[config.mk]
export PLATFORM = sky130hd
export DESIGN_NAME = text_render
export DESIGN_NICKNAME = d
export VERILOG_FILES = /design/src/rtl/text_render.sv
export SDC_FILE = /design/constraint.sdc
export NUM_CORES = 1
export LEC_CHECK = 0
export BUFFER_PORTS_ARGS = -buffer_cell sky130_fd_sc_hd__buf_2
export CORE_UTILIZATION = 40
export DETAILED_ROUTE_END_ITERATION = 7
export PLACE_DENSITY = 0.71
export SYNTH_ARGS = -nofsm -noshare
export SYNTH_HDL_FRONTEND = slang
export SYNTH_SLANG_ARGS = --single-unit
[constraint.sdc]
create_clock -name clk -period 2.4 [get_ports clk]
set_clock_uncertainty 0.1 [all_clocks]
set_input_delay 0.48 -clock clk [delete_from_list [all_inputs] [get_ports clk]]
set_output_delay 0.48 -clock clk [all_outputs]
set_load 0.1 [all_outputs]
[src/rtl/text_render.sv]
// ---------------------------------------------------------------------------
// text_render
// Character-cell text renderer for a VGA-style timing stream.
// The incoming timing is delayed by four clocks while the cell attributes are
// fetched from VRAM and the glyph line from the glyph ROM. The glyph line is
// serialised MSB first and mapped to RGB565-style output colour.
//
// Ports
//   clk, reset                 pixel clock, synchronous active-high reset
//   in_hsync/in_vsync/in_de    timing from the vga generator
//   in_row_first, in_row_start frame-start / text-row-start pulses
//   in_row_pixel               glyph line within the current text row
//   in_col_start, in_col_index first pixel of a cell and its column
//   cursor_enable/row/col      cursor control
//   vram_ce/row/col, vram_data VRAM read port (data one clock after strobe)
//   rom_ce/char/row, rom_q     glyph ROM read port (data one clock after strobe)
//   lcd_hsync/vsync/de         timing delayed by four clocks
//   lcd_r/g/b                  pixel colour, zero outside the active area
// ---------------------------------------------------------------------------
module text_render #(
   parameter int COLS         = 80,
   parameter int ROWS         = 30,
   parameter int CHAR_W       = 10,
   parameter int CHAR_H       = 16,
   parameter int COL_BITS     = 7,
   parameter int ROW_BITS     = 5,
   parameter int PIX_BITS     = 5,
   parameter int BLINK_FRAMES = 30
) (
   input  logic                clk,
   input  logic                reset,
   input  logic                in_hsync,
   input  logic                in_vsync,
   input  logic                in_de,
   input  logic                in_row_first,
   input  logic                in_row_start,
   input  logic [PIX_BITS-1:0] in_row_pixel,
   input  logic                in_col_start,
   input  logic [COL_BITS-1:0] in_col_index,
   input  logic                cursor_enable,
   input  logic [ROW_BITS-1:0] cursor_row,
   input  logic [COL_BITS-1:0] cursor_col,
   output logic                vram_ce,
   output logic [ROW_BITS-1:0] vram_row,
   output logic [COL_BITS-1:0] vram_col,
   input  logic [15:0]         vram_data,
   output logic                rom_ce,
   output logic [7:0]          rom_char,
   output logic [PIX_BITS-1:0] rom_row,
   input  logic [CHAR_W-1:0]   rom_q,
   output logic                lcd_hsync,
   output logic                lcd_vsync,
   output logic                lcd_de,
   output logic [4:0]          lcd_r,
   output logic [5:0]          lcd_g,
   output logic [4:0]          lcd_b
);

   localparam int                   FRAME_BITS = (BLINK_FRAMES > 1) ? $clog2(BLINK_FRAMES) : 1;
   localparam logic [ROW_BITS-1:0]   ROW_LAST   = ROW_BITS'(ROWS - 1);
   localparam logic [FRAME_BITS-1:0] FRAME_LAST = FRAME_BITS'(BLINK_FRAMES - 1);
   localparam logic [PIX_BITS-1:0]   CUR_LINE   = PIX_BITS'(CHAR_H - 2);
   localparam logic [COL_BITS:0]     COL_LIMIT  = (COL_BITS + 1)'(COLS);

   function automatic logic [ROW_BITS-1:0] row_sat_inc(input logic [ROW_BITS-1:0] row);
      return (row >= ROW_LAST) ? ROW_LAST : row + 1'b1;
   endfunction

   function automatic logic [4:0] level5(input logic intense, input logic on);
      return on ? (intense ? 5'h1F : 5'h10) : 5'h00;
   endfunction

   function automatic logic [5:0] level6(input logic intense, input logic on);
      return on ? (intense ? 6'h3F : 6'h20) : 6'h00;
   endfunction

   logic [ROW_BITS-1:0]   r_row;
   logic [FRAME_BITS-1:0] r_frame;
   logic                  r_blink_phase;

   // timing bundles are {hsync, vsync, de}
   logic [2:0]            r_tim_p1, r_tim_p2, r_tim_p3, r_tim_p4;
   logic                  r_cs_p1, r_cs_p2, r_cs_p3;
   logic [COL_BITS-1:0]   r_col_p1;
   logic [PIX_BITS-1:0]   r_pix_p1, r_pix_p2, r_pix_p3, r_pix_p4;
   logic                  r_hit_p2, r_hit_p3, r_hit_p4;
   logic [7:0]            r_attr_p3, r_attr_p4;
   logic [CHAR_W-1:0]     r_shift_p4;

   logic                  w_hit_p1;
   logic                  w_cursor;
   logic                  w_pixel;
   logic [3:0]            w_irgb;

   // Row counter doubles as the stage-1 VRAM row; blink runs off frame starts.
   always_ff @(posedge clk) begin
      if (reset) begin
         r_row         <= '0;
         r_frame       <= '0;
         r_blink_phase <= 1'b1;
      end else begin
         if (in_row_first) begin
            r_row <= '0;
         end else if (in_row_start) begin
            r_row <= row_sat_inc(r_row);
         end
         if (in_row_first) begin
            if (r_frame == FRAME_LAST) begin
               r_frame       <= '0;
               r_blink_phase <= ~r_blink_phase;
            end else begin
               r_frame <= r_frame + 1'b1;
            end
         end
      end
   end

   // Columns past the last text column never carry the cursor.
   assign w_hit_p1 = (r_row == cursor_row) && (r_col_p1 == cursor_col) &&
                     ({1'b0, r_col_p1} < COL_LIMIT);

   always_ff @(posedge clk) begin
      if (reset) begin
         r_tim_p1   <= '0;
         r_cs_p1    <= 1'b0;
         r_col_p1   <= '0;
         r_pix_p1   <= '0;
         r_tim_p2   <= '0;
         r_cs_p2    <= 1'b0;
         r_pix_p2   <= '0;
         r_hit_p2   <= 1'b0;
         r_tim_p3   <= '0;
         r_cs_p3    <= 1'b0;
         r_pix_p3   <= '0;
         r_hit_p3   <= 1'b0;
         r_attr_p3  <= '0;
         r_tim_p4   <= '0;
         r_pix_p4   <= '0;
         r_hit_p4   <= 1'b0;
         r_attr_p4  <= '0;
         r_shift_p4 <= '0;
      end else begin
         // stage 1: VRAM address
         r_tim_p1 <= {in_hsync, in_vsync, in_de};
         r_cs_p1  <= in_col_start;
         r_col_p1 <= in_col_index;
         r_pix_p1 <= in_row_pixel;
         // stage 2: VRAM data returns, glyph ROM strobe
         r_tim_p2 <= r_tim_p1;
         r_cs_p2  <= r_cs_p1;
         r_pix_p2 <= r_pix_p1;
         r_hit_p2 <= w_hit_p1;
         // stage 3: attributes captured, glyph ROM data returns
         r_tim_p3  <= r_tim_p2;
         r_cs_p3   <= r_cs_p2;
         r_pix_p3  <= r_pix_p2;
         r_hit_p3  <= r_hit_p2;
         r_attr_p3 <= vram_data[15:8];
         // stage 4: glyph serialiser
         r_tim_p4 <= r_tim_p3;
         r_pix_p4 <= r_pix_p3;
         if (r_cs_p3) begin
            r_shift_p4 <= rom_q;
            r_attr_p4  <= r_attr_p3;
            r_hit_p4   <= r_hit_p3;
         end else begin
            r_shift_p4 <= {r_shift_p4[CHAR_W-2:0], 1'b0};
         end
      end
   end

   // Cursor underline inverts the glyph on the bottom two lines; a blinking
   // cell in the off phase shows background regardless of glyph or cursor.
   always_comb begin
      w_cursor = cursor_enable & r_hit_p4 & r_blink_phase & (r_pix_p4 >= CUR_LINE);
      w_pixel  = r_shift_p4[CHAR_W-1] ^ w_cursor;
      if (r_attr_p4[7] && !r_blink_phase) begin
         w_pixel = 1'b0;
      end
      w_irgb = w_pixel ? r_attr_p4[3:0] : {1'b0, r_attr_p4[6:4]};
      lcd_r  = '0;
      lcd_g  = '0;
      lcd_b  = '0;
      if (r_tim_p4[0]) begin
         lcd_r = level5(w_irgb[3], w_irgb[2]);
         lcd_g = level6(w_irgb[3], w_irgb[1]);
         lcd_b = level5(w_irgb[3], w_irgb[0]);
      end
   end

   assign vram_ce   = r_cs_p1;
   assign vram_row  = r_row;
   assign vram_col  = r_col_p1;
   assign rom_ce    = r_cs_p2;
   assign rom_char  = r_cs_p2 ? vram_data[7:0] : 8'h00;
   assign rom_row   = r_pix_p2;
   assign lcd_hsync = r_tim_p4[2];
   assign lcd_vsync = r_tim_p4[1];
   assign lcd_de    = r_tim_p4[0];

endmodule

==> summary.md, run 1 <==
| Metric | Value |
|---|---|
| Post-route cell area | `0.00398 sq mm` |
| Yosys warnings | `0` |
| RSZ-0062 raised after global routing | `yes` |
| Area Overhead vs Synth | `35.8%` |
| Routed length per instance | `11.2 um` |
| Post-Syn Nets | `346` |
| Yosys cell types | `32` |
| Max IR drop VDD | `325 uV` |
| Ports | `105` |
| 1st-pass router iterations | `4` |
| Syn_area_per_cell | `10.4 sq um` |
| Routed WL | `5330 um` |
| Die Area | `0.00767 sq mm` |
| Leading area contributor after synthesis | `dfxtp_1` |
| Largest net degree at the start of global routing | `29` |
| Reg2Reg Launch Point | `vram_row[1]$_SDFFE_PP0P_` |
| Post-synth EDFFs | `0` |
| Fin. max-slew vios | `0` |
| CP Launch Type | `flop` |
| Hold Path Class | `in2reg` |
| Vias in the first global route | `1964` |
| Critical Path End Type | `primary output` |
| Fmax | `423 MHz` |
| Sequential fraction of the synthesis area | `54.7%` |
| Synthesized area | `0.00293 sq mm` |
| Worst Setup SP | `r_blink_phase$_SDFFE_PP1P_` |
| Gate Count Post-Synth | `283` |
| Die Height | `87.6 um` |
| Status | `finished clean` |
| Fillers | `612` |
| Row count | `30` |
| Slowest cell on the critical path | `or3b_1` |
| Synth top area share | `54.7%` |
| ANT cells | `0` |
| Layout cells sized above 1 | `38.0%` |
| R2R Path End | `vram_row[1]$_SDFFE_PP0P_` |
| Initial antenna violation count | `0` |
| Setup TNS | `0 ns` |
| Remaining Overflow, GRT | `0` |
| First-pass GRT wire length | `8780 um` |
| Max_cap viols | `0` |
| Seq cells post-synth | `80` |
| Relative slew slack | `65.7%` |
| Crit Path Category | `reg2out` |
| Die Width | `87.6 um` |
| CTS tree | `built` |
| Crit path max fanout | `5` |
| Routed Antenna Nets | `0` |
| Largest cells by area after synthesis | `dfxtp_1 (55%), nor2b_1 (10%), mux2i_1 (7.5%)` |
| Gr usage total | `15.0%` |
| Htree depth | `3` |
| Setup Fix Bufs, Post-CTS | `0` |
| Clock slew seen by the registers of the worst setup and hold paths | `0.07 ns` |
| Commonest cells in the netlist | `dfxtp_1 (80), nor2b_1 (49), nor2_1 (29)` |
| Overall power | `2.64 mW` |
| Cts hold-fix bufs | `0` |
| Ys async rst share | `0%` |
| Initial core utilization | `42.2%` |
| Hold_ws | `0.245 ns` |
| Port bufs | `104` |
| HPWL after DPL | `3870 um` |
| CP cell instances | `or3b_1, o221a_4, nand2_2, and4_4, buf_12` |
| Critical path required time | `1.82 ns` |
| Most used DFF post-synth | `dfxtp_1` |
| Clk_lat worst skew | `0.33 ns` |
| Reg2Reg Depth | `4` |
| DRT iter0 DRCs | `76` |
| Critical Path End | `lcd_g[4]` |
| CP arrival | `1.78 ns` |
| Root Buffer | `clkbuf_8` |
| Max stage delay on crit path | `0.36 ns` |
| Final setup fails | `0` |
| Drt via density | `4.49` |
| Worst slew pin tran | `0.515 ns` |
| Placed instance area | `0.00376 sq mm` |
| Static Leak | `1.70 nW` |
| CTS buffer count | `9` |
| Vias | `2147` |
| Fin nets | `442` |
| Drc violations | `0` |
| Total core area | `0.00694 sq mm` |
| Crit share post-route | `98.4%` |
| Final min period | `2.36 ns` |
| Reg2Reg Setup Slack | `0.87 ns` |
| Cell Pwr Density | `665 mW/mm^2` |
| Most numerous cell in the Yosys netlist | `dfxtp_1` |
| Final hold vios | `0` |
| TritonCTS Sinks | `80` |
| RePlAce Congestion | `0.766` |
| CTS max path bufs | `2` |
==> report_power, final <==
part	leakage, nW	switching, mW	internal (mW)
clock	0.0973	0.430	0.524
combinational	0.949	0.199	0.0998
sequential	0.655	0.0220	1.37
total	1.70	0.651	1.99
==> critical path, delay by kind of cell (launching register included) <==
| kind | cells | cell delay (ns) |
|---|---|---|
| AO/OA/AOI/OAI | 1 | 0.13 |
| AND/OR/NAND/NOR | 3 | 0.76 |
| flip-flops | 1 | 0.35 |
| buffers and inverters | 1 | 0.20 |
==> how the worst min path moves through the flow <==
stage | endpoint | slack (ns) | depth (start not counted) | startpoint
floorplan | r_tim_p4[0]$_SDFF_PP0_ | 0.31 | 1 | r_tim_p3[0]$_SDFF_PP0_
global placement | rom_row[3]$_SDFF_PP0_ | 0.32 | 1 | r_pix_p1[3]$_SDFF_PP0_
detailed placement | r_tim_p3[0]$_SDFF_PP0_ | 0.32 | 1 | r_tim_p2[0]$_SDFF_PP0_
CTS | r_attr_p3[3]$_SDFF_PP0_ | 0.23 | 2 | vram_data[11]
global route | r_attr_p3[3]$_SDFF_PP0_ | 0.23 | 2 | vram_data[11]
finish | r_attr_p3[3]$_SDFF_PP0_ | 0.25 | 2 | vram_data[11]
==> timing repair <==
| item | in CTS | in global routing |
|---|---|---|
| resized for setup | 4 | 4 |
| pin swaps | 1 | 1 |
| endpoints found under the hold margin | 0 | 0 |
| endpoints found under the setup margin | 13 | 16 |
==> metal layers <==
layer | part of all wire [%] | global-route usage [%] | up-vias
li1 | - | - | 1099
met5 | 0 | 0 | -
met2 | 48 | 25.3 | 85
met3 | 5.8 | 3.58 | 9
met1 | 45 | 17.9 | 954
met4 | 1.5 | 7.60 | 0
==> registers in the layout, indices dropped and copies added (netlist names), 4 cells and up <==
signal / count
r_attr_p3: 8
r_attr_p4: 8
r_frame: 5
r_pix_p1: 5
r_pix_p3: 4
r_pix_p4: 4
r_shift_p4: 10
rom_row: 5
vram_col: 7
vram_row: 5
==> through the flow <==
stage | instances | setup slack [ns] | util, %
after detailed placement | 464 | 0.127 | 54.1
after global placement | 464 | 0.147 | 54.1
after floorplan | 283 | -0.133 | -
after CTS | 478 | -0.000108 | 57.0
final | 478 | 0.0378 | 57.3
after global routing | 478 | -0.0212 | 57.3
==> layout by cell type (no fill, tap or decap), types with 2 or more instances in the layout <==
master,count
xor2_1,7
a21oi_1,6
dfxtp_2,3
nand4_1,7
clkbuf_8,11
mux2i_1,19
inv_1,4
xnor2_1,12
mux2i_4,3
nor2_1,29
buf_4,4
buf_2,88
nor2b_1,49
nand2_1,11
and3_1,2
and4_4,3
ha_1,4
dfxtp_1,77
and2_2,8
nand2b_1,2
buf_12,16
==> cells by family (layout without fill, tap and decap cells) <==
kind of cell / after synthesis / in the layout / share of synthesized area [%]
XOR/XNOR: 19 / 19 / 5.68
AO/OA/AOI/OAI: 10 / 10 / 2.18
multiplexers: 22 / 22 / 7.52
flip-flops: 80 / 80 / 54.7
AND/OR/NAND/NOR: 121 / 121 / 23.2
adder cells (fa/ha/maj): 4 / 4 / 1.71
buffers and inverters: 27 / 126 / 5.08
==> area by class of cell <==
class	instances	area, sq um	area share [%]
clock buffers	11	151	3.81
repair buffers	108	791	19.9
flip-flops and latches	80	1610	40.4
clock inverters	3	42.5	1.07
multi-input cells	176	1250	31.5
inverters	4	15.0	0.378
well taps	96	120	3.02
(Power assumes the default switching activity.)
==> run 2, diff against run 1 <==
Settings changed: CORE_UTILIZATION 40 to 30, PLACE_DENSITY 0.71 to 0.57.
==> run 2 against run 1 <==
- final cell count increased by 7.1%
- sequential cell count is the same
- die area up 33%
- largest cell class unchanged
- highest routed layer unchanged
==> summary.md, run 2 (synthesized netlist as in run 1, its figures left out) <==
| Metric | Value |
|---|---|
| Status | `finished clean` |
| R2R Path End | `vram_row[1]$_SDFFE_PP0P_` |
| Reg2Reg Depth | `4 (unchanged)` |
| Worst Setup SP | `r_shift_p4[9]$_SDFF_PP0_` |
| Cts hold-fix bufs | `0 (unchanged)` |
| Pre-CTS WS | `0.110 ns (-0.0171 ns)` |
| Critical Path End Type | `primary output` |
| Fin nets | `441 (-0.23%)` |
| Utilization after layout | `43.5% (-14 points)` |
| Most flops, register | `r_shift_p4` |
| Max stage delay on crit path | `0.38 ns (+0.02 ns)` |
| Critical path required time | `1.82 ns (about the same)` |
| CP cell instances | `or3b_4, o221a_4, and2_4, mux2i_4, buf_12` |
| CTS max path bufs | `2 (unchanged)` |
| Final setup fails | `0 (unchanged)` |
| Vias | `2111 (-1.7%)` |
| Area Overhead vs Synth | `38.4%` |
| Final min period | `2.37 ns (+0.0121 ns)` |
| Initial antenna violation count | `0 (unchanged)` |
| Crit share post-route | `98.9% (+0.51 points)` |
| Root Buffer | `clkbuf_8` |
| Initial core utilization | `31.4% (-11 points)` |
| Fin. max-slew vios | `0 (unchanged)` |
| CTS tree | `built` |
| CP arrival | `1.79 ns (about the same)` |
| First-pass GRT wire length | `8780 um (about the same)` |
| DRT iter0 DRCs | `54 (-29%)` |
| Hold_ws | `0.246 ns (+0.000951 ns)` |
| Static Leak | `1.70 nW (about the same)` |
| CTS buffer count | `9 (unchanged)` |
| Sw frac | `25.5% (+0.93 points)` |
| 1st-pass router iterations | `4 (unchanged)` |
| Clk_lat worst skew | `0.34 ns (about the same)` |
| Fillers | `906 (+48%)` |
| Drc violations | `0 (unchanged)` |
| Setup TNS | `0 ns (unchanged)` |
| Ports | `105 (unchanged)` |
| Comb power frac | `11.1% (-0.2 points)` |
| ANT cells | `0 (unchanged)` |
| Crit path max fanout | `4 (-1)` |
| Vias in the first global route | `1942 (-1.1%)` |
| Post-layout worst setup margin | `0.0257 ns (-0.0121 ns)` |
| Worst Min Path Start | `vram_data[10]` |
| Die Area | `0.0102 sq mm (+33%)` |
| Die Height | `101 um (+15%)` |
| Clock group share of total power | `37.3% (+1.2 points)` |
| Reg2Reg Launch Point | `vram_row[1]$_SDFFE_PP0P_` |
| Remaining Overflow, GRT | `0 (unchanged)` |
| CP Launch Type | `flop` |
| Slowest cell on the critical path | `or3b_4` |
| RePlAce Congestion | `0.688 (-10%)` |
| Int Pwr | `2.01 mW (+0.75%)` |
| Reg2Reg Setup Slack | `0.86 ns (about the same)` |
| Die Width | `101 um (+15%)` |
| Critical Path End | `lcd_b[4]` |
| Routed WL | `5570 um (+4.5%)` |
| Relative slew slack | `65.1% (-0.59 points)` |
| Port bufs | `104 (unchanged)` |
| Worst slew pin tran | `0.524 ns (+0.00888 ns)` |
| TritonCTS Sinks | `80 (unchanged)` |
| Routed Antenna Nets | `0 (unchanged)` |
| Hold Path Class | `in2reg` |
| Max FFs per register | `10 (unchanged)` |
| Most frequent cells in the layout | `buf_2 (88), dfxtp_1 (77), nor2b_1 (49), nor2_1 (29), mux2i_1 (19)` |
| Htree depth | `3 (unchanged)` |
| HPWL after DPL | `4130 um (+6.9%)` |
| Total core area | `0.00933 sq mm (+34%)` |
| Max_cap viols | `0 (unchanged)` |
| Biggest regs | `r_shift_p4 (10), r_attr_p3 (8), r_attr_p4 (8)` |
| Most common cell after layout, fill and taps aside | `buf_2` |
| Fmax | `421 MHz (-0.51%)` |
| Drt via density | `4.12 (-8.2%)` |
| Final hold vios | `0 (unchanged)` |
| Routed length per instance | `10.9 um (-2.5%)` |
| Overall power | `2.70 mW (+2.0%)` |
| Clock slew seen by the registers of the worst setup and hold paths | `0.08 ns (about the same)` |
| Gr usage total | `11.2% (-3.8 points)` |
| RSZ-0062 raised after global routing | `yes` |
| Crit Path Category | `reg2out` |
| Layout cells sized above 1 | `38.1% (+0.16 points)` |
| Sequential Power Share | `51.6% (-1.0 points)` |
| Net Switching | `0.689 mW (+5.8%)` |
| Max IR drop VDD | `323 uV (-0.60%)` |
| Cell Pwr Density | `665 mW/mm^2 (about the same)` |
| Row count | `35 (+17%)` |
| Largest net degree at the start of global routing | `31 (+6.9%)` |
## run 2: power groups by stage
| stage | registers (mW) | logic, mW | clock network (mW) |
|---|---|---|---|
| 6_report | 1.39 | 0.300 | 1.01 |
| 5_1_grt | 1.40 | 0.320 | 1.09 |
| 4_1_cts | 1.39 | 0.302 | 1.04 |
| 3_5_place_dp | 1.42 | 0.302 | 0 |
| 3_3_place_gp | 1.42 | 0.299 | 0 |
| 2_1_floorplan | 1.52 | 0.122 | 0 |
## run 2: routing by layer
layer  vias to the layer above  track usage (%)  routed length, um
li1                       1091                -                  -
met1                       948             13.5               2550
met2                        70             18.2               2610
met3                         2             4.16                376
met4                         0             4.35                 33
met5                         -                0                  0
## run 2: worst min-delay path by stage
stage | slack [ns] | end | depth (start not counted)
finish | 0.25 | r_attr_p3[2]$_SDFF_PP0_ | 2
CTS | 0.23 | r_pix_p1[0]$_SDFF_PP0_ | 2
detailed placement | 0.32 | rom_row[2]$_SDFF_PP0_ | 1
floorplan | 0.31 | r_tim_p4[0]$_SDFF_PP0_ | 1
global route | 0.23 | r_attr_p3[2]$_SDFF_PP0_ | 2
global placement | 0.32 | rom_row[1]$_SDFF_PP0_ | 1
## run 2: timing repair
action / 4_1_cts / 5_1_grt
pin swaps: 2 / 2
buffers inserted: 0 / 0
gates resized for setup: 5 / 6
endpoints found under the setup margin: 13 / 16
## run 2: final cells by class
cell class                 count  area [sq um]  share of cell area, %
timing repair buffer         107           796                   19.6
tap                          129           161                   3.98
clock inverter                 4          52.6                   1.30
multi-input combinational    176          1270                   31.3
inverter                       4          15.0                  0.370
sequential                    80          1610                   39.6
clock buffer                  12           155                   3.83
## run 2: critical path, delay by kind of cell, from the launching register on
family / cells / cell delay [ns]
DFF: 1 / 0.36
buffers and inverters: 1 / 0.20
AOI/OAI and AO/OA: 1 / 0.13
and+or+nand+nor: 2 / 0.58
muxes: 1 / 0.19
## run 2: per-stage QoR
stage | cells | area [sq um]
floorplan | 283 | 2980
global placement | 496 | 3810
detailed placement | 496 | 3810
CTS | 512 | 4020
global route | 512 | 4060
finish | 512 | 4060
==> run 3, diff against run 2 <==
Settings changed: REMOVE_ABC_BUFFERS from default to 1.
==> run 3 against run 2 <==
- setup slack gained 0.026 ns
- wire length grew 0.83%
- die area is the same
- register-to-register slack lost 0.04 ns
- cell area grew 2.0%
- sequential share of layout area shrank 0.80 points
- maximum frequency grew 1.1%
- global-route usage grew 0.40 points
- combinational power shrank 1%
- sequential power is essentially flat
==> summary.md, run 3 (synthesized netlist as in run 1, its figures left out) <==
| Metric | Value |
|---|---|
| First-pass GRT wire length | `9110 um (+3.7%)` |
| Ports | `105 (unchanged)` |
| Status | `finished clean` |
| Utilization after layout | `44.3% (+0.86 points)` |
| Reg2Reg Setup Slack | `0.82 ns (-0.04 ns)` |
| RePlAce Congestion | `0.713 (+3.6%)` |
| Setup TNS | `0 ns (unchanged)` |
| Worst Min Path Start | `in_hsync` |
| Remaining Overflow, GRT | `0 (unchanged)` |
| R2R Path End | `vram_row[1]$_SDFFE_PP0P_` |
| Net Switching | `0.751 mW (+9.0%)` |
| CP cell instances | `or3b_4, o221a_4, nand2_4, and4_4, buf_12, buf_12` |
| Pre-CTS WS | `0.179 ns (+0.0681 ns)` |
| Sequential Power Share | `51.2% (-0.4 points)` |
| Die Area | `0.0102 sq mm (unchanged)` |
| Fin. max-slew vios | `0 (unchanged)` |
| Row count | `35 (unchanged)` |
| CP most frequent cell | `buf_12` |
| Area Overhead vs Synth | `41.2%` |
| Root Buffer | `clkbuf_8` |
| Post-layout worst setup margin | `0.0521 ns (+0.0264 ns)` |
| Int Pwr | `1.97 mW (-1.8%)` |
| 1st-pass router iterations | `4 (unchanged)` |
| Routed Antenna Nets | `0 (unchanged)` |
| CP Launch Type | `flop` |
| Total core area | `0.00933 sq mm (unchanged)` |
| Die Width | `101 um (unchanged)` |
| Htree depth | `3 (unchanged)` |
| Fmax | `426 MHz (+1.1%)` |
| Crit share post-route | `97.8% (-1.1 points)` |
| Largest net degree at the start of global routing | `27 (-13%)` |
| Fillers | `908 (+0.22%)` |
| RSZ-0062 raised after global routing | `yes` |
| Placed instance area | `0.00381 sq mm (about the same)` |
| Hold Path Class | `in2reg` |
| Most flops, register | `r_shift_p4` |
| Hold_ws | `0.234 ns (-0.0122 ns)` |
| Max stage delay on crit path | `0.37 ns (about the same)` |
| Slowest cell on the critical path | `or3b_4` |
| Clock slew seen by the registers of the worst setup and hold paths | `0.09 ns (about the same)` |
| TritonCTS Sinks | `80 (unchanged)` |
| Gr usage total | `11.6% (+0.40 points)` |
| Post-route cell area | `0.00414 sq mm (+2.0%)` |
| CTS max path bufs | `2 (unchanged)` |
| Worst Hold End | `r_tim_p1[2]$_SDFF_PP0_` |
| Worst Setup SP | `r_blink_phase$_SDFFE_PP1P_` |
| Critical path required time | `1.82 ns (about the same)` |
| Final hold vios | `0 (unchanged)` |
| Final non-filler cell total | `519 (+1.4%)` |
| DRT iter0 DRCs | `25 (-54%)` |
| Critical Path End Type | `primary output` |
| Clk_lat worst skew | `0.34 ns (about the same)` |
| Worst slew pin tran | `0.561 ns (+0.0371 ns)` |
| Routed WL | `5610 um (+0.83%)` |
| WHS Path Cells | `2 (unchanged)` |
| CTS buffer count | `9 (unchanged)` |
| Layout cells sized above 1 | `37.7% (-0.43 points)` |
| Most frequent cells in the layout | `buf_2 (88), dfxtp_1 (78), nor2b_1 (49), nor2_1 (29), mux2i_1 (19)` |
| Routed length per instance | `10.8 um (-0.53%)` |
| CP arrival | `1.77 ns (-0.02 ns)` |
| Die Height | `101 um (unchanged)` |
| Cell Pwr Density | `658 mW/mm^2 (-1.0%)` |
| Crit Path Category | `reg2out` |
| Initial antenna violation count | `0 (unchanged)` |
| Most common cell after layout, fill and taps aside | `buf_2` |
| Crit path max fanout | `5 (+1)` |
| Comb power frac | `10.9% (-0.2 points)` |
| Overall power | `2.72 mW (+0.92%)` |
| Vias in the first global route | `1889 (-2.7%)` |
| Final min period | `2.35 ns (-0.0264 ns)` |
| Relative slew slack | `62.5% (-2.5 points)` |
| Max_cap viols | `0 (unchanged)` |
| Vias | `2147 (+1.7%)` |
| Port bufs | `104 (unchanged)` |
| Sw frac | `27.6% (+2.0 points)` |
| Drt via density | `4.14 (+0.33%)` |
| Placed Instances | `500 (+0.81%)` |
| Reg2Reg Depth | `4 (unchanged)` |
| Final setup fails | `0 (unchanged)` |
| CTS tree | `built` |
| Clock group share of total power | `37.9% (+0.6 points)` |
| Max IR drop VDD | `279 uV (-14%)` |
| Initial core utilization | `31.4% (unchanged)` |
| Biggest regs | `r_shift_p4 (10), r_attr_p3 (8), r_attr_p4 (8)` |
| HPWL after DPL | `4160 um (+0.54%)` |
| Static Leak | `1.74 nW (+2.5%)` |
| Reg2Reg Launch Point | `vram_row[1]$_SDFFE_PP0P_` |
| ANT cells | `0 (unchanged)` |
| Drc violations | `0 (unchanged)` |
| Fin nets | `448 (+1.6%)` |
| Max FFs per register | `10 (unchanged)` |
[run 3: area by class of cell]
cell class / count / area (sq um) / area share (%)
flip-flops and latches: 80 / 1600 / 38.8
multi-input cells: 176 / 1260 / 30.6
repair buffers: 114 / 881 / 21.3
well taps: 129 / 161 / 3.90
clock buffers: 9 / 124 / 3.00
clock inverters: 7 / 85.1 / 2.06
inverters: 4 / 15.0 / 0.363
[run 3: metal layers]
layer | track usage [%] | wire [um] | up-vias
li1 | - | - | 1108
met1 | 15.3 | 2630 | 975
met2 | 17.1 | 2600 | 59
met3 | 3.88 | 321 | 5
met4 | 5.24 | 68 | 0
met5 | 0 | 0 | -
[run 3: worst max-delay path by stage]
stage	endpoint	slack, ns
2_1_floorplan	lcd_g[0]	-2.77
3_3_place_gp	lcd_g[0]	0.19
3_5_place_dp	lcd_g[1]	0.18
4_1_cts	lcd_b[4]	-0.007
5_1_grt	lcd_g[5]	-0.03
6_report	lcd_g[1]	0.05
[run 3: power groups by stage]
stage | combinational (mW) | sequential (mW) | clock, mW
finish | 0.296 | 1.39 | 1.03
global route | 0.319 | 1.40 | 1.15
global placement | 0.291 | 1.42 | 0
detailed placement | 0.294 | 1.42 | 0
CTS | 0.297 | 1.39 | 1.08
floorplan | 0.0972 | 1.52 | 0
[run 3: critical path: cells and delay by family (launching register included)]
family                 cells  cell delay [ns]
AOI/OAI and AO/OA          1             0.13
DFF                        1             0.34
and+or+nand+nor            3             0.65
buffers and inverters      2             0.30
[run 3: timing repair]
action                     CTS  global route
gates cloned                 0             0
hold buffers                 0             0
gates resized for setup      7            14
pin swaps                    2             4
setup buffers                2             1
setup endpoints to repair   16            16
